$ cat src/rtl/rom_load_arb.sv
// rom_load_arb: arbitrates a single-port ROM RAM between the HPS download
// path (ioctl_*) and the game core's read port (cpu_*). It also captures the
// title number and holds the core in reset until a download has settled.
//
// Optional feature: define ROM_LOAD_CKSUM_EN to build a 16-bit running sum of
// every byte written to the ROM. Without it, cksum is tied to zero and no
// adder is built.
module rom_load_arb #(
    parameter int AW   = 17,
    parameter int HOLD = 16
) (
    input  logic          clk_sys,
    input  logic          reset,

    input  logic          ioctl_download,
    input  logic          ioctl_wr,
    input  logic [24:0]   ioctl_addr,
    input  logic [7:0]    ioctl_dout,
    input  logic [7:0]    ioctl_index,
    output logic          ioctl_wait,

    input  logic          cpu_req,
    input  logic [AW-1:0] cpu_addr,
    output logic [7:0]    cpu_rdata,
    output logic          cpu_ack,

    output logic [AW-1:0] mem_addr,
    output logic [7:0]    mem_din,
    output logic          mem_we,
    input  logic [7:0]    mem_dout,

    output logic [3:0]    tno,
    output logic          core_reset,
    output logic          err,
    output logic [15:0]   cksum
);

    localparam int CW = $clog2(HOLD + 1);

    typedef enum logic [1:0] {
        IDLE,
        WR,
        RD1,
        RD2
    } state_t;

    state_t        state;

    logic          buf_valid;
    logic [AW-1:0] buf_addr;
    logic [7:0]    buf_data;

    logic [CW-1:0] hold_cnt;

    logic          in_range;
    logic          rom_wr;
    logic          title_wr;
    logic          capture;
    logic          drop;
    logic          launch_wr;
    logic          core_hold;
    logic          start_rd;

    // Download strobe decode. Bytes beyond the ROM space are simply not
    // considered ROM writes, so they neither fill the buffer nor raise err.
    assign in_range  = (ioctl_addr >> AW) == 25'd0;
    assign rom_wr    = ioctl_wr & (ioctl_index == 8'd0) & in_range;
    assign title_wr  = ioctl_wr & (ioctl_index == 8'd1);
    assign capture   = rom_wr & ~buf_valid;
    assign drop      = rom_wr & buf_valid;

    // A pending buffered write always takes the RAM port first when idle.
    assign launch_wr = (state == IDLE) & buf_valid;

    // The core is held while downloading and while the settle counter runs.
    assign core_hold  = ioctl_download | (hold_cnt != '0);
    assign core_reset = reset | core_hold;

    // A read may start only when the core is running. cpu_req is still
    // asserted during the ack cycle, so a new read is not started then.
    assign start_rd  = cpu_req & ~cpu_ack & ~core_hold;

    // Backpressure to the loader mirrors the buffer occupancy directly.
    assign ioctl_wait = buf_valid;

    // One-entry write buffer: filled by an accepted ROM byte, emptied when
    // its contents are moved into the RAM port registers on entering WR.
    always_ff @(posedge clk_sys) begin
        if (reset) begin
            buf_valid <= 1'b0;
            buf_addr  <= '0;
            buf_data  <= 8'd0;
        end else begin
            if (launch_wr) begin
                buf_valid <= 1'b0;
            end
            if (capture) begin
                buf_valid <= 1'b1;
                buf_addr  <= ioctl_addr[AW-1:0];
                buf_data  <= ioctl_dout;
            end
        end
    end

    // Sticky overflow flag: set whenever a ROM byte arrives with the buffer full.
    always_ff @(posedge clk_sys) begin
        if (reset) begin
            err <= 1'b0;
        end else if (drop) begin
            err <= 1'b1;
        end
    end

    // Title number register, loaded straight from the download byte.
    always_ff @(posedge clk_sys) begin
        if (reset) begin
            tno <= 4'd0;
        end else if (title_wr) begin
            tno <= ioctl_dout[3:0];
        end
    end

    // Settle counter: pinned at HOLD while downloading (which also restarts
    // it on any new download), then counts down once the last byte is out.
    always_ff @(posedge clk_sys) begin
        if (reset) begin
            hold_cnt <= CW'(HOLD);
        end else if (ioctl_download) begin
            hold_cnt <= CW'(HOLD);
        end else if (!buf_valid && (hold_cnt != '0)) begin
            hold_cnt <= hold_cnt - 1'b1;
        end
    end

    // RAM port sequencer with registered outputs. The RAM port registers are
    // loaded on the transition into WR/RD1 so they are valid during that state;
    // read data is captured in RD2 and presented with a one-cycle ack pulse.
    always_ff @(posedge clk_sys) begin
        if (reset) begin
            state     <= IDLE;
            mem_we    <= 1'b0;
            mem_addr  <= '0;
            mem_din   <= 8'd0;
            cpu_ack   <= 1'b0;
            cpu_rdata <= 8'd0;
        end else begin
            mem_we  <= 1'b0;
            cpu_ack <= 1'b0;
            case (state)
                IDLE: begin
                    if (launch_wr) begin
                        state    <= WR;
                        mem_we   <= 1'b1;
                        mem_addr <= buf_addr;
                        mem_din  <= buf_data;
                    end else if (start_rd) begin
                        state    <= RD1;
                        mem_addr <= cpu_addr;
                    end
                end
                WR: begin
                    state <= IDLE;
                end
                RD1: begin
                    state <= RD2;
                end
                RD2: begin
                    cpu_rdata <= mem_dout;
                    cpu_ack   <= 1'b1;
                    state     <= IDLE;
                end
                default: begin
                    state <= IDLE;
                end
            endcase
        end
    end

`ifdef ROM_LOAD_CKSUM_EN
    logic        dl_q;
    logic [15:0] cksum_q;

    // Running byte sum of ROM writes, restarted at the start of each download.
    always_ff @(posedge clk_sys) begin
        if (reset) begin
            dl_q    <= 1'b0;
            cksum_q <= 16'd0;
        end else begin
            dl_q <= ioctl_download;
            if (ioctl_download && !dl_q) begin
                cksum_q <= 16'd0;
            end else if (launch_wr) begin
                cksum_q <= cksum_q + {8'd0, buf_data};
            end
        end
    end

    assign cksum = cksum_q;
`else
    assign cksum = 16'd0;
`endif

endmodule

$ cat config.mk
export PLATFORM = sky130hd
export DESIGN_NAME = rom_load_arb
export DESIGN_NICKNAME = d
export VERILOG_FILES = /design/src/rtl/rom_load_arb.sv
export SDC_FILE = /design/constraint.sdc
export NUM_CORES = 1
export LEC_CHECK = 0
export CELL_PAD_IN_SITES_DETAIL_PLACEMENT = 0
export CELL_PAD_IN_SITES_GLOBAL_PLACEMENT = 2
export CORE_MARGIN = 3
export CORE_UTILIZATION = 24
export CTS_BUF_LIST = sky130_fd_sc_hd__clkbuf_4
export CTS_CLUSTER_SIZE = 25
export DETAILED_ROUTE_END_ITERATION = 10
export PLACE_DENSITY = 0.83
export SYNTH_ARGS = -nofsm -noshare
export SYNTH_HDL_FRONTEND = slang
export SYNTH_SLANG_ARGS = --single-unit
$ cat constraint.sdc
create_clock -name clk_sys -period 2.1 [get_ports clk_sys]
set_input_delay 0.42 -clock clk_sys [delete_from_list [all_inputs] [get_ports clk_sys]]
set_output_delay 0.42 -clock clk_sys [all_outputs]
set_load 0.05 [all_outputs]
---- Yosys cells after proc, flatten, opt, wreduce, memory -nomap -nowiden ----
Index checks and enable logic that the tools add are counted.
storage, ports and cells
  RAM bits ................................ 0
  bits in latches ......................... 0
  memories kept ........................... 0
  logic and storage cells ................. 54
  register bits ........................... 73
  ROM bits ................................ 0
  output and inout port bits .............. 58
cells by class
  div/mod/pow operators ................... 0
  $add $sub $neg .......................... 1
  order comparisons ....................... 0
  reduce and logical (&&, ||, !) cells .... 13
  multiply operators ...................... 0
  mux-type cells .......................... 9
  bitwise gates (word level) .............. 14
  equality and inequality tests ........... 5
  shift operators ......................... 0
operators with widths
  kind                                              count
  2-to-1 mux 17 bit                                 2
  zero test 25 bit                                  1
  bitwise AND 1 bit                                 8
  == test 8 x 1 -> 1 bit, second input constant     1
  zero test 8 bit                                   1
  one-hot mux 2 bit (3 select lines)                1
  OR reduction 2 bit                                3
  nonzero test 5 bit                                1
  subtractor 5 x 1 -> 5 bit, second input constant  1
  == test 2 bit, second input constant              2
  2-to-1 mux 1 bit                                  4
  2-to-1 mux 2 bit                                  2
  inverter 1 bit                                    4
  AND reduction 2 bit                               2
  nonzero test 2 bit                                2
  inequality test 3 bit, second input constant      1
  == test 2 x 1 -> 1 bit, second input constant     1
  zero test 2 bit                                   1
  OR 1 bit                                          2
  logical AND 1 bit                                 1
  zero test 1 bit                                   1

---- Longest topological paths before layout ----
Gate-level depths: netlist (run 1).
  word-level depth ........................ 7
  mapped depth ............................ 8
  gate-level depth less buffers ........... 6

---- Least setup slack after synthesis (run 1) ----
No wires, ideal clock.
  kind .................................... flip-flop to flip-flop
  start point ............................. reg buf_valid, in the netlist ioctl_wait
  end point ............................... reg buf_data[6]
  path slack .............................. 0.308 ns
  arrival time ............................ 1.660 ns
  clock period less this slack ............ 1.792 ns
  stages on the path, launching flop included .. 7
  path buffers ............................ 3
  cells stage by stage .................... dfxtp_1 > buf_6 > or4_4 > buf_6 > buf_6 > o21ai_0 > a21oi_1
between the ends
  cells in the longest elaborated chain, start to end .. 2
RTL lines
  element                   RTL line  text
  start: declaration        49        logic buf_valid;
  start signal: assignment  90        buf_valid <= 1'b0;
  start signal: assignment  95        buf_valid <= 1'b0;
  start signal: assignment  98        buf_valid <= 1'b1;
  inverter 1 bit            69        assign capture = rom_wr & ~buf_valid;
  bitwise AND 1 bit         69
  end signal: assignment    100       buf_data <= ioctl_dout;
  end: declaration          51        logic [7:0] buf_data;
Every way passes these cells.
A chain may end at the register's enable or synchronous reset.

---- Worst setup path after layout (run 1) ----
  start point ............................. reg mem_din[3]
  end point ............................... out mem_din[3]
RTL lines
  element                   RTL line  text
  start: declaration        28        output logic [7:0] mem_din,
  start signal: assignment  155       mem_din <= buf_data;
No word-level cell between the ends.

==> load_flow_metrics.sql, run 1 <==
INSERT INTO impl_metrics (metric_group, metric, value, unit) VALUES
('floorplanning', 'top_level_ports', '129', ''),
('timing', 'hold_viol', '0', ''),
('logic_synthesis', 'postSynthCellCount', '379', ''),
('power', 'max-vdd-ir-drop', '0.2511', 'mV'),
('critical_path', 'worstPathBufferInverterCount', '1', ''),
('floorplanning', 'dieHeight', '120.9', 'um'),
('route', 'wl', '9.642', 'mm'),
('critical_path', 'critical_path_cell_sequence', 'clkdlybuf4s50_1', ''),
('placed_design', 'dp_slack', '38.85', 'ps'),
('logic_synthesis', 'synth-adder-area-share', '0.7896', '%'),
('logic_synthesis', 'synth_top_cells_by_area', 'dfxtp_1 (46%), a21oi_1 (7.4%), nand3_1 (7.4%), o21ai_0 (5.4%), nand4_1 (5.1%)', ''),
('logic_synthesis', 'synthesis.area_per_instance', '8.362', 'um^2'),
('timing', 'fin_skew', '14.03', 'ps'),
('timing', 'timing.setup.tns', '0', 'ps'),
('critical_path', 'rr_endpoint', 'mem_addr[2]', ''),
('timing', 'final.period_utilization', '95.54', '%'),
('logic_synthesis', 'synth_simple_gate_area_share', '22.82', '%'),
('route', 'met2_length', '4.575', 'mm'),
('power', 'power_leakage', '1.483', 'nW'),
('layout', 'insertedDiodeCount', '0', ''),
('layout', 'fillers', '1342', ''),
('min_path', 'holdCritPathClass', 'in -> reg', ''),
('run', 'cap_violations', '0', ''),
('timing', 'number_of_failing_setup_endpoints_in_the_final_timing_report', '0', ''),
('route', 'routed_via_density', '4.695', ''),
('route', 'wl_met3', '686', 'um'),
('global_route', 'grtUsageTotal', '13.08', '%'),
('clocking', 'h-tree-depth', '3', ''),
('clocking', 'tritoncts.num_buffers', '9', ''),
('timing', 'slew-limit-headroom', '49.71', '%'),
('route', 'met1_length', '4.244', 'mm'),
('floorplanning', 'core_region_area', '0.01277', 'mm^2'),
('clocking', 'tritoncts_num_sinks', '73', ''),
('logic_synthesis', 'synthFlopType', 'dfxtp_1', ''),
('logic_synthesis', 'synth.lib_cells_used.distinct', '34', ''),
('placed_design', 'detailed_place_hpwl', '6.979', 'mm'),
('placed_design', 'portBuffers', '112', ''),
('timing', 'max_slew.worst_pin.slew', '754.4', 'ps'),
('critical_path', 'critPathMaxFanout', '2', ''),
('critical_path', 'worst_r2r_setup_slack', '400', 'ps'),
('route', 'drt_iter0_drc', '174', ''),
('logic_synthesis', 'syn_area', '0.003169', 'mm^2'),
('critical_path', 'worst_case_reg_to_reg_path_depth', '8', ''),
('logic_synthesis', 'post-synth-top-count-cell', 'dfxtp_1', ''),
('floorplanning', 'die_area', '0.01462', 'mm^2'),
('clocking', 'worst_skew_pair.late_latency', '410', 'ps'),
('layout', 'syn_to_final_growth', '43.51', '%'),
('floorplanning', 'start_util', '24.81', '%'),
('logic_synthesis', 'netlist_top_cells_count', 'dfxtp_1 (73), a21oi_1 (47), nand3_1 (47), o21ai_0 (34), nand2_1 (31)', ''),
('min_path', 'hold_wc_startpoint', 'reset', ''),
('critical_path', 'critical-path-slowest-cell', 'clkdlybuf4s50_1', ''),
('clocking', 'clock_transition_time_at_the_flip_flop_clock_pins_of_the_worst_setup_and_hold_paths', '130', 'ps'),
('logic_synthesis', 'ys_seq_elements', '73', ''),
('logic_synthesis', 'yosys.area.top_type_share', '46.11', '%'),
('status', 'outcome', 'finished clean', ''),
('route', 'remaining_drc_errors', '0', ''),
('logic_synthesis', 'synth_largest_area_cell', 'dfxtp_1', ''),
('logic_synthesis', 'synth.yosys.seq_area_share', '46.11', '%'),
('layout', 'sequential_cell_area', '0.001463', 'mm^2'),
('min_path', 'min_delay_worst_endpoint', 'hold_cnt[4]', ''),
('global_route', 'grt_max_degree', '73', ''),
('floorplanning', 'floorplan.rows', '41', ''),
('clocking', 'cts_tree', 'yes', ''),
('timing', 'timing.fmax', '0.4984', 'GHz'),
('logic_synthesis', 'muxShareOfSynthArea', '0', '%'),
('layout', 'finish.cell_count_without_fillers', '660', ''),
('logic_synthesis', 'largest_family_of_logic_cells_by_synthesized_area', 'simple AND/OR/NAND/NOR gates', ''),
('timing', 'hold_ws', '249.1', 'ps'),
('route', 'post_drt_wl_per_cell', '14.61', 'um'),
('critical_path', 'worst_ep_required_time', '1680', 'ps'),
('critical_path', 'cp.arrival', '1590', 'ps');
[flip-flops by register name, indices dropped and copies added (netlist names)]
register / count
hold_cnt: 5
cpu_ack: 1
buf_addr: 17
mem_addr: 17
mem_we: 1
state: 2
err: 1
cpu_rdata: 8
ioctl_wait: 1
buf_data: 8
tno: 4
mem_din: 8
[cell families after synthesis]
group	Yosys count
flip-flops	73
buffers and inverters	52
XOR/XNOR	3
adder cells (fa/ha/maj)	2
other	1
AO/OA/AOI/OAI	111
AND/OR/NAND/NOR	137
[metal layers]
| metal | GRT usage [%] | vias to the layer above |
|---|---|---|
| li1 | - | 1552 |
| met1 | 16.68 | 1423 |
| met2 | 21.05 | 112 |
| met3 | 4.009 | 12 |
| met4 | 4.320 | 0 |
| met5 | 0 | - |
[how the worst max path moves through the flow]
stage / startpoint / endpoint / slack, ps / cells after the start
2_1_floorplan: ioctl_wait / buf_data[6] / 310 / 6
3_3_place_gp: ioctl_index[1] / buf_addr[15] / 120 / 6
3_5_place_dp: ioctl_index[1] / buf_addr[7] / 40 / 6
5_1_grt: tno[2] / tno[2] / 4 / 1
4_1_cts: mem_din[6] / mem_din[6] / 50 / 1
6_report: mem_din[3] / mem_din[3] / 90 / 1
[layout make-up]
class / count / share of cell area (%)
Multi-Input combinational cell: 269 / 31.25
Tap cell: 172 / 4.732
Clock buffer: 9 / 1.486
Sequential cell: 73 / 32.16
Timing Repair Buffer: 127 / 28.06
Inverter: 3 / 0.2476
Clock inverter: 7 / 2.063
[power by group]
group	leakage (nW)	internal, mW	switching [mW]
Sequential	0.589	1.40	0.0130
Combinational	0.810	0.167	0.180
Clock	0.0839	0.483	0.531
[placed cells by master, fill, tap and decap left out, types with 3 or more instances in the layout]
| master | count |
|---|---|
| xnor2_1 | 3 |
| buf_4 | 13 |
| and3_1 | 3 |
| conb_1 | 16 |
| clkbuf_4 | 9 |
| o21ai_0 | 34 |
| clkdlybuf4s50_1 | 108 |
| dfxtp_1 | 72 |
| nor3_1 | 7 |
| nor2_1 | 14 |
| a31oi_1 | 19 |
| o21ai_1 | 9 |
| a21oi_1 | 47 |
| buf_12 | 4 |
| nand4_1 | 26 |
| nand3_1 | 47 |
| nand2_1 | 31 |
[what timing repair did]
item | CTS | global route
gates resized for setup | 0 | 2
pin swaps | 0 | 1
endpoints found under the setup margin | 1 | 2
setup buffers | 1 | 0
cloned | 0 | 0
Power figures use the tool's default switching activity.
==> run 2: changes to the inputs <==
--- a/config.mk
+++ b/config.mk
@@ -12,7 +12,7 @@
 export CTS_BUF_LIST = sky130_fd_sc_hd__clkbuf_4
 export CTS_CLUSTER_SIZE = 25
 export DETAILED_ROUTE_END_ITERATION = 10
-export PLACE_DENSITY = 0.83
+export PLACE_DENSITY = 0.86
 export SYNTH_ARGS = -nofsm -noshare
 export SYNTH_HDL_FRONTEND = slang
 export SYNTH_SLANG_ARGS = --single-unit
==> load_flow_metrics.sql, run 2 (same netlist as run 1, synthesis figures left out) <==
INSERT INTO impl_metrics (metric_group, metric, value, unit) VALUES
('route', 'wl', '9.949', 'mm'),
('floorplanning', 'die_area', '0.01462', 'mm^2'),
('timing', 'fin_skew', '19.24', 'ps'),
('critical_path', 'cpLargestDelayFamily', 'buffers and inverters', ''),
('timing', 'unrepaired_setup_endpoints_after_global_routing', 'no', ''),
('critical_path', 'cp.arrival', '1610', 'ps'),
('layout', 'syn_to_final_growth', '44.61', '%'),
('timing', 'slew_violations', '0', ''),
('critical_path', 'worst_r2r_setup_slack', '290', 'ps'),
('route', 'remaining_drc_errors', '0', ''),
('timing', 'timing.setup.tns', '0', 'ps'),
('floorplanning', 'core_region_area', '0.01277', 'mm^2'),
('clocking', 'clock_transition_time_at_the_flip_flop_clock_pins_of_the_worst_setup_and_hold_paths', '140', 'ps'),
('route', 'first_pass_iters', '4', ''),
('power', 'max-vdd-ir-drop', '0.2305', 'mV'),
('route', 'detailroute.via_count', '3132', ''),
('route', 'met2_length', '4.648', 'mm'),
('critical_path', 'critical-path-slowest-cell', 'clkdlybuf4s50_1', ''),
('critical_path', 'worst_ep_required_time', '1680', 'ps'),
('timing', 'period_needed', '2026', 'ps'),
('clocking', 'h-tree-depth', '3', ''),
('layout', 'finish.cell_count_without_fillers', '660', ''),
('timing', 'timing.fmax', '0.4935', 'GHz'),
('critical_path', 'critical_path_cell_sequence', 'clkdlybuf4s50_1', ''),
('clocking', 'tritoncts.num_buffers', '9', ''),
('clocking', 'ctsLongestPathBuffers', '2', ''),
('global_route', 'grt_pass1_wl', '15.71', 'mm'),
('route', 'route.top_layer_used', 'met4', ''),
('layout', 'insertedDiodeCount', '0', ''),
('placed_design', 'placed_cells_incl_taps', '643', ''),
('route', 'met1_length', '4.395', 'mm'),
('route', 'routed_via_density', '4.745', ''),
('layout', 'drive_gt1_share', '8.402', '%'),
('clocking', 'cts_tree', 'yes', ''),
('status', 'outcome', 'finished clean', ''),
('clocking', 'root_buffer', 'clkbuf_4', ''),
('critical_path', 'critical_path_end_type', 'output port', ''),
('layout', 'reg.largest.list', 'buf_addr (17), mem_addr (17)', ''),
('critical_path', 'cp_launch_type', 'register', ''),
('global_route', 'grt_pass1_vias', '3112', ''),
('min_path', 'hold_wc_startpoint', 'reset', ''),
('placed_design', 'detailed_place_hpwl', '7.094', 'mm'),
('floorplanning', 'dieHeight', '120.9', 'um'),
('route', 'wl_met3', '771', 'um'),
('layout', 'nNetsFinal', '556', ''),
('placed_design', 'portBuffers', '112', ''),
('layout', 'layout.cells.most_common_list', 'clkdlybuf4s50_1 (106), dfxtp_1 (73), nand3_1 (47), a21oi_1 (47), o21ai_0 (34)', ''),
('global_route', 'grtUsageTotal', '13.51', '%'),
('timing', 'number_of_failing_setup_endpoints_in_the_final_timing_report', '0', ''),
('critical_path', 'critPathMaxStageDelay', '810', 'ps'),
('clocking', 'worst_skew_pair.late_latency', '420', 'ps'),
('floorplanning', 'start_util', '24.81', '%'),
('min_path', 'min_path_cells', '3', ''),
('min_path', 'min_delay_worst_endpoint', 'hold_cnt[4]', ''),
('critical_path', 'worstPathBufferInverterCount', '1', ''),
('min_path', 'holdCritPathClass', 'in -> reg', ''),
('floorplanning', 'die-width', '120.9', 'um'),
('timing', 'slew-limit-headroom', '48.33', '%'),
('timing', 'max_slew.worst_pin.slew', '775.0', 'ps'),
('route', 'drt_iter0_drc', '158', ''),
('placed_design', 'place_congestion', '0.7350', ''),
('global_route', 'globalRouteOverflowTotal', '0', ''),
('layout', 'fillers', '1310', ''),
('route', 'post_drt_wl_per_cell', '15.07', 'um'),
('critical_path', 'worst_case_reg_to_reg_path_depth', '8', ''),
('global_route', 'grt_antenna_before_repair', '0', ''),
('clocking', 'tritoncts_num_sinks', '73', ''),
('timing', 'final.period_utilization', '96.49', '%'),
('critical_path', 'worst_path_class_setup', 'reg -> out', ''),
('critical_path', 'rr_endpoint', 'mem_addr[6]', ''),
('power', 'power_leakage', '1.534', 'nW'),
('layout', 'layout.cells.most_common', 'clkdlybuf4s50_1', ''),
('run', 'cap_violations', '0', ''),
('critical_path', 'critPathMaxFanout', '2', ''),
('floorplanning', 'floorplan.rows', '41', ''),
('timing', 'hold_viol', '0', ''),
('floorplanning', 'top_level_ports', '129', ''),
('route', 'ant_nets', '0', ''),
('global_route', 'grt_max_degree', '73', ''),
('critical_path', 'crit-reg2reg-launch', 'hold_cnt[0]', ''),
('power', 'pwr_density_cell', '636.0', 'mW/mm^2');
run 2: final cells by class:
class	instances	area, um^2	share of cell area [%]
inverter	3	11.26	0.2457
tap	172	215.2	4.696
multi-input combinational	269	1424	31.07
timing repair buffer	127	1281	27.96
clock inverter	6	115.1	2.512
clock buffer	10	75.07	1.638
sequential	73	1461	31.89
run 2: report_power, final:
group          switching (mW)  leakage, nW  internal [mW]
Combinational           0.187        0.848          0.167
Sequential             0.0133        0.589           1.40
Clock                   0.526       0.0972          0.623
run 2: per-stage QoR:
stage | cell area [um^2] | hold slack (ps) | setup WS (ps) | total power, mW | util, %
final | 4583 | 264.7 | 73.64 | 2.915 | 35.88
after global routing | 4583 | 273.0 | 0.2475 | 3.034 | 35.88
after floorplan | 3226 | 428.5 | 307.8 | 1.642 | -
after CTS | 4573 | 236.5 | 16.47 | 2.955 | 35.80
after detailed placement | 4375 | 445.3 | 51.29 | 1.793 | 34.25
after global placement | 4375 | 443.2 | 117.7 | 1.789 | 34.25
run 2: worst max path at each step:
stage / startpoint / end / slack [ps] / cells past startpoint
global route: mem_din[7] / mem_din[7] / 0.2 / 1
global placement: ioctl_index[1] / buf_addr[15] / 120 / 6
detailed placement: ioctl_index[4] / buf_addr[15] / 50 / 6
finish: mem_din[7] / mem_din[7] / 70 / 1
floorplan: ioctl_wait / buf_data[6] / 310 / 6
CTS: cpu_ack / cpu_ack / 20 / 1
run 2: routing by layer:
layer | up-vias | track usage (%)
met5 | - | 0
met1 | 1449 | 17.35
li1 | 1551 | -
met3 | 12 | 4.196
met2 | 120 | 21.85
met4 | 0 | 3.895
run 2: timing repair:
action                                  in CTS  in global routing
resized for setup                            0                  4
hold buffers                                 0                  0
endpoints found under the setup margin       1                  4
setup buffers                                1                  0
cloned                                       0                  0
hold endpoints to repair                     0                  0
==> run 3: changes to the inputs <==
--- a/config.mk
+++ b/config.mk
@@ -7,6 +7,7 @@
 export LEC_CHECK = 0
 export CELL_PAD_IN_SITES_DETAIL_PLACEMENT = 0
 export CELL_PAD_IN_SITES_GLOBAL_PLACEMENT = 2
+export CORE_ASPECT_RATIO = 0.75
 export CORE_MARGIN = 3
 export CORE_UTILIZATION = 24
 export CTS_BUF_LIST = sky130_fd_sc_hd__clkbuf_4
==> load_flow_metrics.sql, run 3 (same netlist as run 1, synthesis figures left out) <==
INSERT INTO impl_metrics (metric_group, metric, value, unit) VALUES
('global_route', 'groute.layer.met2.usage', '19.64', '%'),
('critical_path', 'worst_path_class_setup', 'reg -> out', ''),
('floorplanning', 'die-width', '138.7', 'um'),
('timing', 'timing.setup.tns', '0', 'ps'),
('layout', 'drive_gt1_share', '7.992', '%'),
('layout', 'layout.cells.most_common', 'clkdlybuf4s50_1', ''),
('global_route', 'gr-usage-met1', '19.42', '%'),
('power', 'power_report.internal_total', '2.167', 'mW'),
('timing', 'period_needed', '2012', 'ps'),
('power', 'power.combinational.fraction', '12.3', '%'),
('floorplanning', 'top_level_ports', '129', ''),
('timing', 'slew-limit-headroom', '48.52', '%'),
('route', 'routed_via_density', '4.774', ''),
('critical_path', 'critPathMaxStageDelay', '810', 'ps'),
('route', 'first_pass_iters', '4', ''),
('layout', 'fillers', '1270', ''),
('critical_path', 'cp_launch_type', 'register', ''),
('critical_path', 'worst_case_reg_to_reg_path_depth', '8', ''),
('layout', 'sequential_cell_area', '0.001461', 'mm^2'),
('power', 'max-vdd-ir-drop', '0.2585', 'mV'),
('floorplanning', 'start_util', '25.22', '%'),
('critical_path', 'cp.arrival', '1590', 'ps'),
('power', 'p_clk_share', '38.7', '%'),
('placed_design', 'portBuffers', '112', ''),
('clocking', 'root_buffer', 'clkbuf_4', ''),
('layout', 'reg.largest.list', 'buf_addr (17), mem_addr (17)', ''),
('power', 'power_leakage', '2.035', 'nW'),
('floorplanning', 'dieHeight', '105.5', 'um'),
('critical_path', 'cpLargestDelayFamily', 'buffers and inverters', ''),
('critical_path', 'critical_path_end_type', 'output port', ''),
('status', 'outcome', 'finished clean', ''),
('route', 'post_drt_wl_per_cell', '15.74', 'um'),
('critical_path', 'worst_r2r_setup_slack', '390', 'ps'),
('global_route', 'grt_pass1_wl', '16.15', 'mm'),
('min_path', 'min_path_cells', '3', ''),
('global_route', 'grt_most_used_layer', 'met2', ''),
('global_route', 'grtUsageMet3', '6.168', '%'),
('layout', 'insertedDiodeCount', '0', ''),
('global_route', 'grt_antenna_before_repair', '0', ''),
('power', 'seqPwrFrac', '49.0', '%'),
('power', 'netSwitchingPower', '0.7124', 'mW'),
('layout', 'finish.cell_count_without_fillers', '654', ''),
('clocking', 'worst_skew_pair.late_latency', '430', 'ps'),
('critical_path', 'cp_num_cells', '1', ''),
('placed_design', 'placed_cells_incl_taps', '637', ''),
('floorplanning', 'floorplan.rows', '35', ''),
('run', 'cap_violations', '0', ''),
('timing', 'number_of_failing_setup_endpoints_in_the_final_timing_report', '0', ''),
('timing', 'hold_viol', '0', ''),
('layout', 'nNetsFinal', '556', ''),
('floorplanning', 'core_region_area', '0.01257', 'mm^2'),
('timing', 'final.period_utilization', '95.80', '%'),
('clocking', 'tritoncts_num_sinks', '73', ''),
('placed_design', 'postPlaceCellArea', '0.004368', 'mm^2'),
('route', 'drt_iter0_drc', '221', ''),
('clocking', 'clock_transition_time_at_the_flip_flop_clock_pins_of_the_worst_setup_and_hold_paths', '120', 'ps'),
('layout', 'post-route-util', '36.89', '%'),
('clocking', 'h-tree-depth', '3', ''),
('critical_path', 'critical-path-slowest-cell', 'clkdlybuf4s50_1', ''),
('global_route', 'grt_max_degree', '73', ''),
('timing', 'slew_violations', '0', ''),
('placed_design', 'detailed_place_hpwl', '7.297', 'mm'),
('layout', 'layout.cells.most_common_list', 'clkdlybuf4s50_1 (79), dfxtp_1 (73), nand3_1 (47), a21oi_1 (47), o21ai_0 (34)', ''),
('clocking', 'cts_tree', 'yes', ''),
('clocking', 'ctsLongestPathBuffers', '2', ''),
('route', 'wl', '10.29', 'mm'),
('layout', 'stdcell_area', '0.004637', 'mm^2'),
('route', 'ant_nets', '0', ''),
('clocking', 'tritoncts.num_buffers', '9', ''),
('layout', 'multiInputGateArea', '0.001421', 'mm^2'),
('global_route', 'grtUsageTotal', '13.85', '%'),
('layout', 'syn_to_final_growth', '46.31', '%'),
('global_route', 'globalRouteOverflowTotal', '0', ''),
('placed_design', 'place_congestion', '0.7736', ''),
('timing', 'fin_skew', '19.17', 'ps'),
('critical_path', 'critPathMaxFanout', '2', ''),
('critical_path', 'worst_ep_required_time', '1680', 'ps'),
('floorplanning', 'die_area', '0.01463', 'mm^2'),
('global_route', 'grt_pass1_vias', '2965', ''),
('timing', 'unrepaired_setup_endpoints_after_global_routing', 'no', ''),
('timing', 'hold_ws', '224.5', 'ps'),
('critical_path', 'worstPathBufferInverterCount', '1', ''),
('route', 'remaining_drc_errors', '0', ''),
('power', 'power_switching_share', '24.74', '%'),
('min_path', 'holdCritPathClass', 'in -> reg', ''),
('critical_path', 'critical_path_cell_sequence', 'clkdlybuf4s50_1', ''),
('timing', 'max_slew.worst_pin.slew', '772.2', 'ps'),
('route', 'detailroute.via_count', '3122', ''),
('power', 'pwr_density_cell', '621.0', 'mW/mm^2'),
('timing', 'timing.fmax', '0.4970', 'GHz');
==> run 3: worst paths after layout <==
kind                 from      endpoint
max          cpu_rdata[6]  cpu_rdata[6]
min                 reset   hold_cnt[4]
max reg2reg   hold_cnt[0]   mem_addr[4]
min reg2reg        tno[3]        tno[3]
==> run 3: power by group through the flow <==
stage	Sequential (mW)	Combinational (mW)	Clock, mW
3_5_place_dp	1.44	0.350	0
3_3_place_gp	1.44	0.349	0
4_1_cts	1.41	0.354	1.16
2_1_floorplan	1.46	0.187	0
5_1_grt	1.41	0.379	1.22
6_report	1.41	0.355	1.11
==> run 3: metal layers <==
layer / vias to the layer above / share of wire [%] / routed length (um)
met5: - / 0 / 0
met4: 0 / 0.23 / 24
met3: 2 / 7.1 / 728
met2: 104 / 43 / 4407
met1: 1469 / 50 / 5131
li1: 1547 / - / -
==> run 3: repair_timing <==
item / 4_1_cts / 5_1_grt
buffers inserted: 1 / 0
cloned: 0 / 0
hold buffers: 0 / 0
endpoints found under the setup margin: 1 / 30
resized for setup: 0 / 30
==> run 3: cell type report <==
class,instances,area share (%)
clock buffer,9,1.457
timing repair buffer,127,29.09
sequential,73,31.52
clock inverter,7,2.563
tap,166,4.479
inverter,3,0.2428
multi-input combinational,269,30.65
==> run 3: stage by stage <==
step | setup WS, ps | total power [mW]
6_report | 88.12 | 2.880
3_5_place_dp | 71.05 | 1.793
2_1_floorplan | 307.8 | 1.642
4_1_cts | 2.324 | 2.926
5_1_grt | 2.088 | 3.009
3_3_place_gp | 125.7 | 1.791
